<file path="src/rtl/activity_pkg.sv">
// Shared definitions for the activity counter bank: FSM encoding,
// default sizing and the readout slot of the enabled-cycle counter.
package activity_pkg;

   localparam int DEF_NUM_EVENTS = 16;
   localparam int DEF_CNT_WIDTH  = 32;
   localparam int DEF_IDX_WIDTH  = 6;

   typedef enum logic [1:0] {
      IDLE    = 2'd0,
      CAPTURE = 2'd1,
      DUMP    = 2'd2
   } state_t;

   // The cycle counter sits directly after the last event channel.
   function automatic int cycle_idx(input int num_events);
      return num_events;
   endfunction

endpackage

</file>
<file path="src/rtl/activity_sat_counter.sv">
// One counting channel: level or rising-edge qualification, saturating
// count with a sticky overflow flag, synchronous clear.
module activity_sat_counter
   import activity_pkg::*;
#(
   parameter int CNT_WIDTH = DEF_CNT_WIDTH
) (
   input  logic                 clk,
   input  logic                 rst_n,
   input  logic                 evt,
   input  logic                 edge_sel,
   input  logic                 cntr_on,
   input  logic                 clr,
   output logic [CNT_WIDTH-1:0] count,
   output logic                 ovf
);

   logic prev;
   logic hit;

   // prev tracks the raw event even while counting is off, so enabling
   // with the event already high is not seen as an edge.
   assign hit = cntr_on & (edge_sel ? (evt & ~prev) : evt);

   // Saturating count; clear wins over a same-cycle increment.
   always_ff @(posedge clk or negedge rst_n) begin
      if (!rst_n) begin
         prev  <= 1'b0;
         count <= '0;
         ovf   <= 1'b0;
      end else begin
         prev <= evt;
         if (clr) begin
            count <= '0;
            ovf   <= 1'b0;
         end else if (hit) begin
            if (&count) begin
               ovf <= 1'b1;
            end else begin
               count <= count + CNT_WIDTH'(1);
            end
         end
      end
   end

endmodule

</file>
<file path="src/rtl/activity_counter_bank.sv">
// Bank of per-event activity counters plus an enabled-cycle counter.
// A snapshot request copies all counts into a shadow bank which is then
// streamed out one channel per valid/ready transfer.
//
//   state   | meaning
//   --------+------------------------------------------------------
//   IDLE    | waiting for snap_req
//   CAPTURE | copy live counts/ovf into shadow, present word 0 next
//   DUMP    | stream shadow[dump_idx], last word is the cycle counter
module activity_counter_bank
   import activity_pkg::*;
#(
   parameter int NUM_EVENTS = DEF_NUM_EVENTS,
   parameter int CNT_WIDTH  = DEF_CNT_WIDTH,
   parameter int IDX_WIDTH  = DEF_IDX_WIDTH
) (
   input  logic                  pj_clk,
   input  logic                  pj_reset_l,
   input  logic [NUM_EVENTS-1:0] event_in,
   input  logic [NUM_EVENTS-1:0] edge_mode,
   input  logic                  cntr_on,
   input  logic                  clr,
   input  logic                  snap_req,
   output logic                  dump_valid,
   input  logic                  dump_ready,
   output logic [IDX_WIDTH-1:0]  dump_idx,
   output logic [CNT_WIDTH-1:0]  dump_data,
   output logic                  dump_ovf,
   output logic                  busy
);

   localparam int LAST = cycle_idx(NUM_EVENTS);
   localparam int NCH  = NUM_EVENTS + 1;

   logic [CNT_WIDTH-1:0] live_cnt   [NCH];
   logic [NCH-1:0]       live_ovf;
   logic [CNT_WIDTH-1:0] shadow_cnt [NCH];
   logic [NCH-1:0]       shadow_ovf;
   state_t               state;

   for (genvar g = 0; g < NUM_EVENTS; g++) begin : g_chan
      activity_sat_counter #(.CNT_WIDTH(CNT_WIDTH)) u_cnt (
         .clk      (pj_clk),
         .rst_n    (pj_reset_l),
         .evt      (event_in[g]),
         .edge_sel (edge_mode[g]),
         .cntr_on  (cntr_on),
         .clr      (clr),
         .count    (live_cnt[g]),
         .ovf      (live_ovf[g])
      );
   end

   // Enabled-cycle counter: a level channel whose event is always present.
   activity_sat_counter #(.CNT_WIDTH(CNT_WIDTH)) u_cycle_cnt (
      .clk      (pj_clk),
      .rst_n    (pj_reset_l),
      .evt      (1'b1),
      .edge_sel (1'b0),
      .cntr_on  (cntr_on),
      .clr      (clr),
      .count    (live_cnt[LAST]),
      .ovf      (live_ovf[LAST])
   );

   // Snapshot/dump sequencer. The live registers seen in CAPTURE already
   // hold the snap_req cycle's increments (or its clear).
   always_ff @(posedge pj_clk or negedge pj_reset_l) begin
      if (!pj_reset_l) begin
         state      <= IDLE;
         dump_valid <= 1'b0;
         dump_idx   <= '0;
         shadow_ovf <= '0;
         for (int i = 0; i < NCH; i++) begin
            shadow_cnt[i] <= '0;
         end
      end else begin
         case (state)
            IDLE: begin
               if (snap_req) begin
                  state <= CAPTURE;
               end
            end
            CAPTURE: begin
               for (int i = 0; i < NCH; i++) begin
                  shadow_cnt[i] <= live_cnt[i];
               end
               shadow_ovf <= live_ovf;
               dump_idx   <= '0;
               dump_valid <= 1'b1;
               state      <= DUMP;
            end
            DUMP: begin
               if (dump_valid && dump_ready) begin
                  if (dump_idx == IDX_WIDTH'(LAST)) begin
                     dump_valid <= 1'b0;
                     dump_idx   <= '0;
                     state      <= IDLE;
                  end else begin
                     dump_idx <= dump_idx + IDX_WIDTH'(1);
                  end
               end
            end
            default: begin
               state      <= IDLE;
               dump_valid <= 1'b0;
            end
         endcase
      end
   end

   // Readout mux; outputs stay zero whenever no word is being offered.
   always_comb begin
      dump_data = '0;
      dump_ovf  = 1'b0;
      if (dump_valid) begin
         for (int i = 0; i < NCH; i++) begin
            if (dump_idx == IDX_WIDTH'(i)) begin
               dump_data = shadow_cnt[i];
               dump_ovf  = shadow_ovf[i];
            end
         end
      end
   end

   assign busy = (state != IDLE);

endmodule
</file>
<file path="config.mk">
export PLATFORM = sky130hd
export DESIGN_NAME = activity_counter_bank
export DESIGN_NICKNAME = d
export VERILOG_FILES = /design/src/rtl/activity_pkg.sv /design/src/rtl/activity_sat_counter.sv /design/src/rtl/activity_counter_bank.sv
export SDC_FILE = /design/constraint.sdc
export NUM_CORES = 2
export LEC_CHECK = 0
export ABC_AREA = 1
export CAP_MARGIN = 20
export CORE_UTILIZATION = 60
export CTS_CLUSTER_SIZE = 28
export DETAILED_ROUTE_END_ITERATION = 7
export HOLD_SLACK_MARGIN = 0.06
export PLACE_DENSITY = 0.77
export SYNTH_ARGS = -nofsm -noshare
export SYNTH_HDL_FRONTEND = slang
export SYNTH_SLANG_ARGS = --single-unit
</file>
<file path="constraint.sdc">
create_clock -name pj_clk -period 3.3 [get_ports pj_clk]
set_clock_uncertainty 0.05 [all_clocks]
set_input_delay 0.66 -clock pj_clk [delete_from_list [all_inputs] [get_ports pj_clk]]
set_output_delay 0.66 -clock pj_clk [all_outputs]
set_load 0.01 [all_outputs]
</file>
==> impl_metrics.tcl <==
set metrics [dict create \
    cp-start-kind "flip-flop" \
    synth_area_mm2 0.0591 \
    crit_path_max_fanout 14 \
    postRouteAntennaNets 0 \
    finalCritPeriodShare_pct 128 \
    wirelength_um 201000 \
    clock-root-buffer "clkbuf_16" \
    required_ns 2.59 \
    via_count 55500 \
    route.top_layer_used "met5" \
    first_iter_violations 6949 \
    grtUsageTotal_pct 40.3 \
    clock_sink_count 1147 \
    max_freq_ghz 0.236 \
    critPathKind "reg2out" \
    place_worst_setup_slack_ns -0.742 \
    wl_met3_um 25800 \
    cts_buffers 120 \
    violations "negative setup slack" \
    m1WireLength_um 86400 \
    hp-class "in2reg" \
    drv_cap 0 \
    gp_congestion 1.06 \
    met2WireLength_um 81800 \
    dieArea_mm2 0.0997 \
    critPathBufInv 4 \
    ir_worst_vdd_mv 0.604 \
    finalPower_mw 36.3 \
    die_w_um 316 \
    worst_slack_ns -0.938 \
    fin_hold_ws_ns 0.284 \
    p_leak_nw 30.3 \
    worst_pin_slew_ns 1.11 \
    finalCriticalPeriod_ns 4.24 \
    slew-limit-headroom_pct 25.7 \
    std_cell_rows 114 \
    start_util_pct 60.8 \
    cp_common_cell "nand2_2" \
    slowest_stage "dfrtp_1" \
    dieHeight_um 316 \
    synth_edf_count 0 \
    netlist_instances 7607 \
    postSynthAreaPerCell_um2 7.76 \
    totalNegativeSetupSlack_ns -27.18 \
    core-area_mm2 0.0971 \
    drtPass1Iterations 6 \
    dp_hpwl_um 149000 \
    io_pins 79 \
    clkTransAtPathRegs_ns 0.06 \
    layout.nets 7877 \
    worstSetupEndpointType "output pin" \
    synth_top_area_share_pct 48.6 \
    status "finished with violations" \
    portBuffers 78 \
    avgRoutedWirePerCell_um 21.8 \
    setup_viol 33 \
    via_per_inst 6.04 \
    grt_max_degree 160 \
    drive_above_1_share_pct 14.5 \
    clockBufferDepth 3 \
    cp_cell_sequence "nor2_4, buf_6, nand3_4, buf_12, buf_12, o211ai_1, nand3_1, nand2_1, nand2_2, nand2_2, nand2_2, nand2_2, nand3_2, nand3_2, nand3_2, nand2_1, nand2_1, a21oi_1, nor2_1, buf_2" \
    synth_seq_cells 1147 \
    p_per_area_mw_per_mm2 527 \
    area_delta_synth_final_pct 16.6 \
    antenna_found_initial 3 \
    cts_tree "built" \
    synth_area_leader_cell "dfrtp_1" \
    crit_family "simple AND/OR/NAND/NOR gates" \
    grt_pass1_wl_um 307000 \
    async_reset_ff_share_pct 100 \
    syn-num-nets 7666 \
    antenna_cells 0 \
    yosys-top-cells-area "dfrtp_1, nand2_1, o21ai_0" \
    drc_errors 0 \
    finalMaxSlewViolations 0 \
    netlist_top_cells_count "nand2_1, dfrtp_1, o21ai_0" \
    rsz0062_at_grt "yes" \
    crit_arrival_ns 3.53 \
    synth-main-ff-cell "dfrtp_1" \
    clock_latency_ns 0.74 \
    yosys.cell_count.top_type "nand2_1" \
    max_stage_delay_ns 0.40 \
    grt_remaining_overflow 0 \
    grt_pass1_vias 51600 \
    yosys_warnings 0 \
    htreeDepth 3 \
    hold_viol 0 \
    ys_seq_area_share_pct 48.6 \
    ys_types 73 \
]
registers in the layout, summed over array words and instances (netlist names):
name / flops
shadow_cnt: 544
g_chan.u_cnt.count: 512
u_cycle_cnt.count: 32
shadow_ovf: 17
g_chan.u_cnt.ovf: 16
g_chan.u_cnt.prev: 16
dump_idx: 6
state: 2
dump_valid: 1
u_cycle_cnt.ovf: 1
layout by cell type (no fill, tap or decap), types with 15 or more instances in the layout:
master	synthesis	routed
nand2_1	2069	1920
dfrtp_1	1147	1144
o21ai_0	800	800
inv_1	789	781
nor2_1	500	484
a21oi_1	437	405
nor3_1	299	299
nand3_1	328	260
buf_4	7	221
nand2_2	51	189
nand4_1	140	140
clkbuf_16	0	125
nand3_2	19	83
nor4_1	82	82
o31ai_1	78	78
xor2_1	68	68
buf_12	1	62
inv_2	51	51
nor2_2	36	44
clkdlybuf4s50_1	0	42
o21a_1	39	39
nor2_4	28	36
buf_2	18	34
a21oi_2	0	32
nor3_2	31	30
a211oi_1	29	29
o21ai_1	29	26
o211ai_1	25	25
clkinv_2	1	25
clkbuf_8	0	25
nand2_4	11	21
or2_2	21	21
buf_6	2	20
a221oi_1	19	19
bufinv_16	0	19
a31oi_1	18	18
ha_1	21	17
clkbuf_1	248	15
logic make-up (layout without fill, tap and decap cells):
logic type / after synthesis / in the layout / share of synthesized area, %
xor+xnor: 78 / 78 / 1.16
fa+ha+maj: 21 / 21 / 0.445
simple gates: 3699 / 3699 / 28.3
compound gates: 1512 / 1512 / 14.0
flops: 1147 / 1147 / 48.6
buf+inv: 1150 / 1464 / 7.50
worst paths after layout:
| kind | start | endpoint | slack, ns | cells after the start |
|---|---|---|---|---|
| min | clr | g_chan[10].u_cnt.ovf$_DFFE_PN0P_ | 0.28 | 2 |
| min in group asynchronous | pj_reset_l | g_chan[5].u_cnt.count[20]$_DFFE_PN0P_ | 0.41 | 2 |
| min reg2reg | g_chan[1].u_cnt.count[2]$_DFFE_PN0P_ | g_chan[1].u_cnt.count[2]$_DFFE_PN0P_ | 0.41 | 1 |
| max | dump_idx[4]$_DFFE_PN0P_ | dump_data[2] | -0.94 | 20 |
| max reg2reg | g_chan[15].u_cnt.count[0]$_DFFE_PN0P_ | g_chan[15].u_cnt.count[30]$_DFFE_PN0P_ | 0.31 | 17 |
| max in group asynchronous | pj_reset_l | g_chan[2].u_cnt.count[6]$_DFFE_PN0P_ | 1.66 | 4 |
timing repair:
action / CTS / global route
gates resized for setup: 364 / 107
buffers inserted: 21 / 11
endpoints found under the hold margin: 28 / 0
pin swaps: 75 / 107
gates cloned: 7 / 2
hold buffers: 1 / 0
setup endpoints to repair: 33 / 33
metal layers:
layer  global-route usage (%)  vias to the layer above
li1                         -                    25500
met3                     11.6                      359
met2                     55.5                     2830
met5                    0.947                        -
met1                     61.1                    26900
met4                     12.1                        4
cell type report:
| class | count | area (um2) |
|---|---|---|
| Tap cell | 1276 | 1600 |
| Timing Repair Buffer | 388 | 3920 |
| Clock inverter | 62 | 890 |
| Fill cell | 7850 | 28300 |
| Inverter | 851 | 3250 |
| Clock buffer | 163 | 3480 |
| Multi-Input combinational cell | 5310 | 27000 |
| Sequential cell | 1147 | 28700 |
metrics by stage:
stage	std cells	instance area [um2]	util [%]
final	9197	68900	70.9
after global routing	9197	68900	70.9
after CTS	9188	68400	70.5
after detailed placement	8934	63100	64.9
after global placement	8934	63100	64.9
after floorplan	7607	59100	-
worst register-to-register path, delay by kind of cell (launching register included):
family,cells,cell delay (ns)
fa+ha+maj,1,0.23
flops,1,0.41
simple gates,15,2.08
buf+inv,1,0.13
report_power, final:
group	internal, mW	switching, mW
registers	14.4	0.425
clock network	8.88	6.01
logic	2.20	4.37
total	25.5	10.8
Power figures use the tool's default switching activity.
